## src/rtl/avg_state_seq.sv

```systemverilog
// Vector-generator state sequencer: a PROM-driven state machine that alternates
// address/latch phases. Build with AVG_SINGLE_STEP_EN to add the step input.
module avg_state_seq (
    input  logic       clk,
    input  logic       reset,
    input  logic       clk_en,
    input  logic       go,
    input  logic [2:0] op,
    input  logic       op_valid,
    input  logic       fetch_ack,
    input  logic       timer_done,
`ifdef AVG_SINGLE_STEP_EN
    input  logic       step,
`endif
    output logic [7:0] rom_addr,
    output logic       rom_cs,
    input  logic [3:0] rom_data,
    output logic [3:0] state,
    output logic       st_strobe,
    output logic       fetch_req,
    output logic       halted
);

    typedef enum logic {
        PH_ADDR  = 1'b0,
        PH_LATCH = 1'b1
    } phase_t;

    phase_t     phase_q, phase_d;
    logic [3:0] state_q, state_d;
    logic       halted_q, halted_d;
    logic       strobe_q, strobe_d;
    logic [2:0] op_q;
    logic       hold_c;
    logic       step_ok;
    logic       fetch_st;

`ifdef AVG_SINGLE_STEP_EN
    assign step_ok = step;
`else
    assign step_ok = 1'b1;
`endif

    // States 1 and 2 are instruction fetches; state F waits on the draw timer.
    assign fetch_st = (state_q == 4'h1) || (state_q == 4'h2);
    assign hold_c   = ((state_q == 4'hF) && !timer_done) || (fetch_st && !fetch_ack);

    // op is captured on every valid cycle so the PROM sees the latest opcode.
    always_ff @(posedge clk or posedge reset) begin
        if (reset)
            op_q <= 3'b000;
        else if (op_valid)
            op_q <= op;
    end

    always_ff @(posedge clk or posedge reset) begin
        if (reset) begin
            phase_q  <= PH_ADDR;
            state_q  <= 4'h0;
            halted_q <= 1'b1;
            strobe_q <= 1'b0;
        end else begin
            phase_q  <= phase_d;
            state_q  <= state_d;
            halted_q <= halted_d;
            strobe_q <= strobe_d;
        end
    end

    always_comb begin
        phase_d  = phase_q;
        state_d  = state_q;
        halted_d = halted_q;
        strobe_d = 1'b0;
        if (halted_q) begin
            // go restarts from state 0 even with the enable low.
            if (go) begin
                halted_d = 1'b0;
                phase_d  = PH_ADDR;
                state_d  = 4'h0;
            end
        end else if (clk_en) begin
            unique case (phase_q)
                PH_ADDR: begin
                    if (!hold_c)
                        phase_d = PH_LATCH;
                end
                PH_LATCH: begin
                    if (step_ok) begin
                        state_d  = rom_data;
                        phase_d  = PH_ADDR;
                        strobe_d = 1'b1;
                        halted_d = (rom_data == 4'h0);
                    end
                end
                default: phase_d = PH_ADDR;
            endcase
        end
    end

    assign rom_addr  = {halted_q, op_q, state_q};
    assign rom_cs    = !halted_q && (phase_q == PH_ADDR);
    assign fetch_req = !halted_q && (phase_q == PH_ADDR) && fetch_st;
    assign state     = state_q;
    assign st_strobe = strobe_q;
    assign halted    = halted_q;

endmodule

```

## config.mk

```make
export PLATFORM = sky130hd
export DESIGN_NAME = avg_state_seq
export DESIGN_NICKNAME = d
export VERILOG_FILES = /design/src/rtl/avg_state_seq.sv
export SDC_FILE = /design/constraint.sdc
export NUM_CORES = 1
export LEC_CHECK = 0
export ABC_AREA = 1
export CAP_MARGIN = 20
export CELL_PAD_IN_SITES_DETAIL_PLACEMENT = 1
export CELL_PAD_IN_SITES_GLOBAL_PLACEMENT = 1
export CORE_MARGIN = 2
export CORE_UTILIZATION = 22
export DETAILED_ROUTE_END_ITERATION = 6
export PLACE_DENSITY_LB_ADDON = 0.1
export SYNTH_ARGS = -nofsm -noshare
export SYNTH_HDL_FRONTEND = slang
export SYNTH_SLANG_ARGS = --single-unit
```

## constraint.sdc

```tcl
create_clock -name clk -period 1.1 [get_ports clk]
set_input_delay 0.11 -clock clk [delete_from_list [all_inputs] [get_ports clk]]
set_output_delay 0.11 -clock clk [all_outputs]
set_load 0.05 [all_outputs]
```

==> impl_metrics.csv <==
group,metric,value,unit
critical_path,cp_data_arrival_time,1.23,ns
placement,dpl.hpwl,1170,um
floorplanning,io_pins,30,
drt,vias,542,
drt,wirelength,1440,um
floorplanning,die_h,52.0,um
floorplanning,fp.dieArea,2700,um^2
global_route,grt_pass1_wl,2300,um
job,maxCapViolations,0,
critical_path,cp_max_fo,3,
floorplanning,die_w,52.0,um
floorplanning,coreArea,2190,um^2
outcome,violations,"negative setup slack",
critical_path,worst_r2r_startpoint,"halted",
timing,hold_viol,0,
logic_synthesis,syn_area,507,um^2
pwr,leakagePower,0.545,nW
drt,routedWlPerCell,11.0,um
clock_network,clockBufferDepth,2,
placement,port_buffers,29,
placement,dpl_cell_area,1030,um^2
drt,drtIter0Drc,2,
final_layout,num-fill-cells,243,
logic_synthesis,syn-num-nets,77,
final_layout,drive_gt1_share,45.6,%
critical_path,worst_setup_path_end_kind,"primary output",
critical_path,rr_worst_depth,6,
timing,drv_slew,0,
timing,fin_worst_skew,0.000617,ns
final_layout,regArea,256,um^2
clock_network,clock-root-buffer,"clkbuf_4",
logic_synthesis,synth.avg_cell_area,8.04,um^2
clock_network,clock_sinks,10,
timing,slew_headroom,75.3,%
placement,place_inst,122,
critical_path,cp.required,0.99,ns
timing,grt_setup_unrepaired,"true",
final_layout,diodes,0,
final_layout,fin_cells,131,
drt,ant_nets,0,
timing,setup_ws,-0.239,ns
critical_path,path_class,"flop to primary output",
global_route,grt_use_total,12.2,%
outcome,status,"complete, but fails checks",
timing,worst_pin_slew,0.370,ns
final_layout,syn_to_final_growth,125,%
critical_path,crit_path_top_delay_cell,"dfstp_4",
floorplanning,rows,17,
final_layout,final_area,1140,um^2
placement,place.gp.congestion,0.595,
clock_network,clk_latency,0.28,ns
critical_path,start_kind,"flop",
global_route,grt_max_degree,11,
logic_synthesis,ys_seq_area_share,49.6,%
clock_network,cts-htree-levels,1,
clock_network,cts.clk_slew.worst_paths,0.07,ns
critical_path,reg2reg_to,"state[3]",
clock_network,cts_tree,"yes",
drt,first_pass_iters,3,
final_layout,multiInputGateArea,225,um^2
drt,drc,0,
final_layout,utilization,52.1,%
worst_hold_path,worstHoldPathType,"input port to asynchronous set/reset pin",
drt,vias_per_cell,4.14,
logic_synthesis,ys_types,11,
floorplanning,initial_core_util,23.1,%
clock_network,numCtsBuffers,3,
placement,post-place-ws,-0.114,ns
global_route,antenna_found_initial,0,
global_route,grt_pass1_vias,566,
final_layout,fin_nets,118,
critical_path,path_cells,"nor2_4, inv_2, nor2_4, buf_12",
pwr,powerDensity,2890,nW/um^2
critical_path,cpMostUsedCell,"nor2_4",
logic_synthesis,synth_cells,63,
global_route,grt-ovfl-total,0,
critical_path,reg2reg_slack,-0.20,ns
critical_path,critical-path-max-stage-delay,0.64,ns
timing,max_freq,747,MHz
timing,setup_viol,10,
clock_network,cts_hold_buf,0,
logic_synthesis,ys_ff_latch,10,
logic_synthesis,ys_warn_count,0,
timing,period_share,122,%
timing,fin_crit,1.34,ns
pwr,peakVddDrop,1.44,mV
-- repair_timing --
item	in CTS	in global routing
setup buffers	2	5
gates resized for setup	8	5
setup endpoints to repair	13	18
pin swaps	2	1
endpoints found under the hold margin	0	0
-- cell usage in the layout (no fill, tap or decap) --
cell / instances
dfrtp_1: 8
mux2_2: 3
nand2_2: 2
buf_4: 7
clkdlybuf4s50_1: 13
clkbuf_4: 3
buf_12: 16
inv_1: 6
nor2_1: 5
buf_6: 5
dfrtp_2: 1
nor2_2: 1
nand4_1: 1
clkbuf_8: 1
nand3_2: 1
dfstp_4: 1
or2_4: 1
nand3_4: 1
nand3_1: 2
nand2_1: 21
nor2_4: 2
inv_2: 2
-- Yosys cell counts, drive strengths merged --
library cell	number	share of area, %
nor2	8	5.9
dfrtp	9	44
nand2	23	17
mux2	3	6.7
nand3	4	4.9
or2	1	1.2
buf	5	7.4
dfstp	1	5.2
inv	8	5.9
nand4	1	1.2
-- metrics by stage --
stage | hold slack, ns | setup TNS [ns] | power [mW]
floorplan | -0.0506 | -1.12 | 1.68
global placement | 0.418 | -0.390 | 2.75
detailed placement | 0.427 | -0.586 | 2.78
CTS | 0.121 | -1.87 | 3.25
global route | 0.143 | -2.27 | 3.46
finish | 0.0998 | -1.85 | 3.30
-- final cells by class --
| class | count | area share, % |
|---|---|---|
| Sequential cell | 10 | 22.5 |
| Timing Repair Buffer | 41 | 49.0 |
| Multi-Input combinational cell | 40 | 19.7 |
| Clock buffer | 4 | 3.18 |
| Inverter | 8 | 2.63 |
| Tap cell | 28 | 3.07 |
-- power by group --
part | internal, mW | switching, mW | total [mW] | leakage [nW]
Clock | 0.202 | 0.150 | 0.352 | 0.0210
Sequential | 0.481 | 0.110 | 0.591 | 0.120
Combinational | 1.17 | 1.19 | 2.36 | 0.404
-- state kept, by name (all words and copies together), names as in the netlist --
signal     cells
state          4
op_q           3
halted         1
st_strobe      1
phase_q        1
-- worst max-delay path, delay by kind of cell, from the launching register on --
kind / cells / cell delay [ns]
buffers and inverters: 2 / 0.22
and+or+nand+nor: 2 / 0.09
DFF: 1 / 0.64
-- per-layer routing --
metal  vias to the layer above  share of wire, %  global-route usage [%]
met5                         -                 0                       0
met4                         0               3.6                    10.5
met3                         5               7.3                    2.59
met2                        23                53                    21.7
met1                       247                36                    11.8
li1                        267                 -                       -
-- cells by family after synthesis --
logic type,after synthesis,share of synthesized area (%)
mux,3,6.67
flops,10,49.6
simple gates,37,30.4
buf+inv,13,13.3
-- worst max path at each step --
stage / endpoint / start / slack (ns) / cells past startpoint
global route: fetch_req / halted / -0.27 / 4
global placement: state[1] / halted / -0.08 / 5
floorplan: fetch_req / halted / -0.25 / 3
CTS: fetch_req / halted / -0.25 / 4
detailed placement: state[1] / halted / -0.11 / 5
finish: fetch_req / halted / -0.24 / 4
Power figures use the tool's default switching activity.
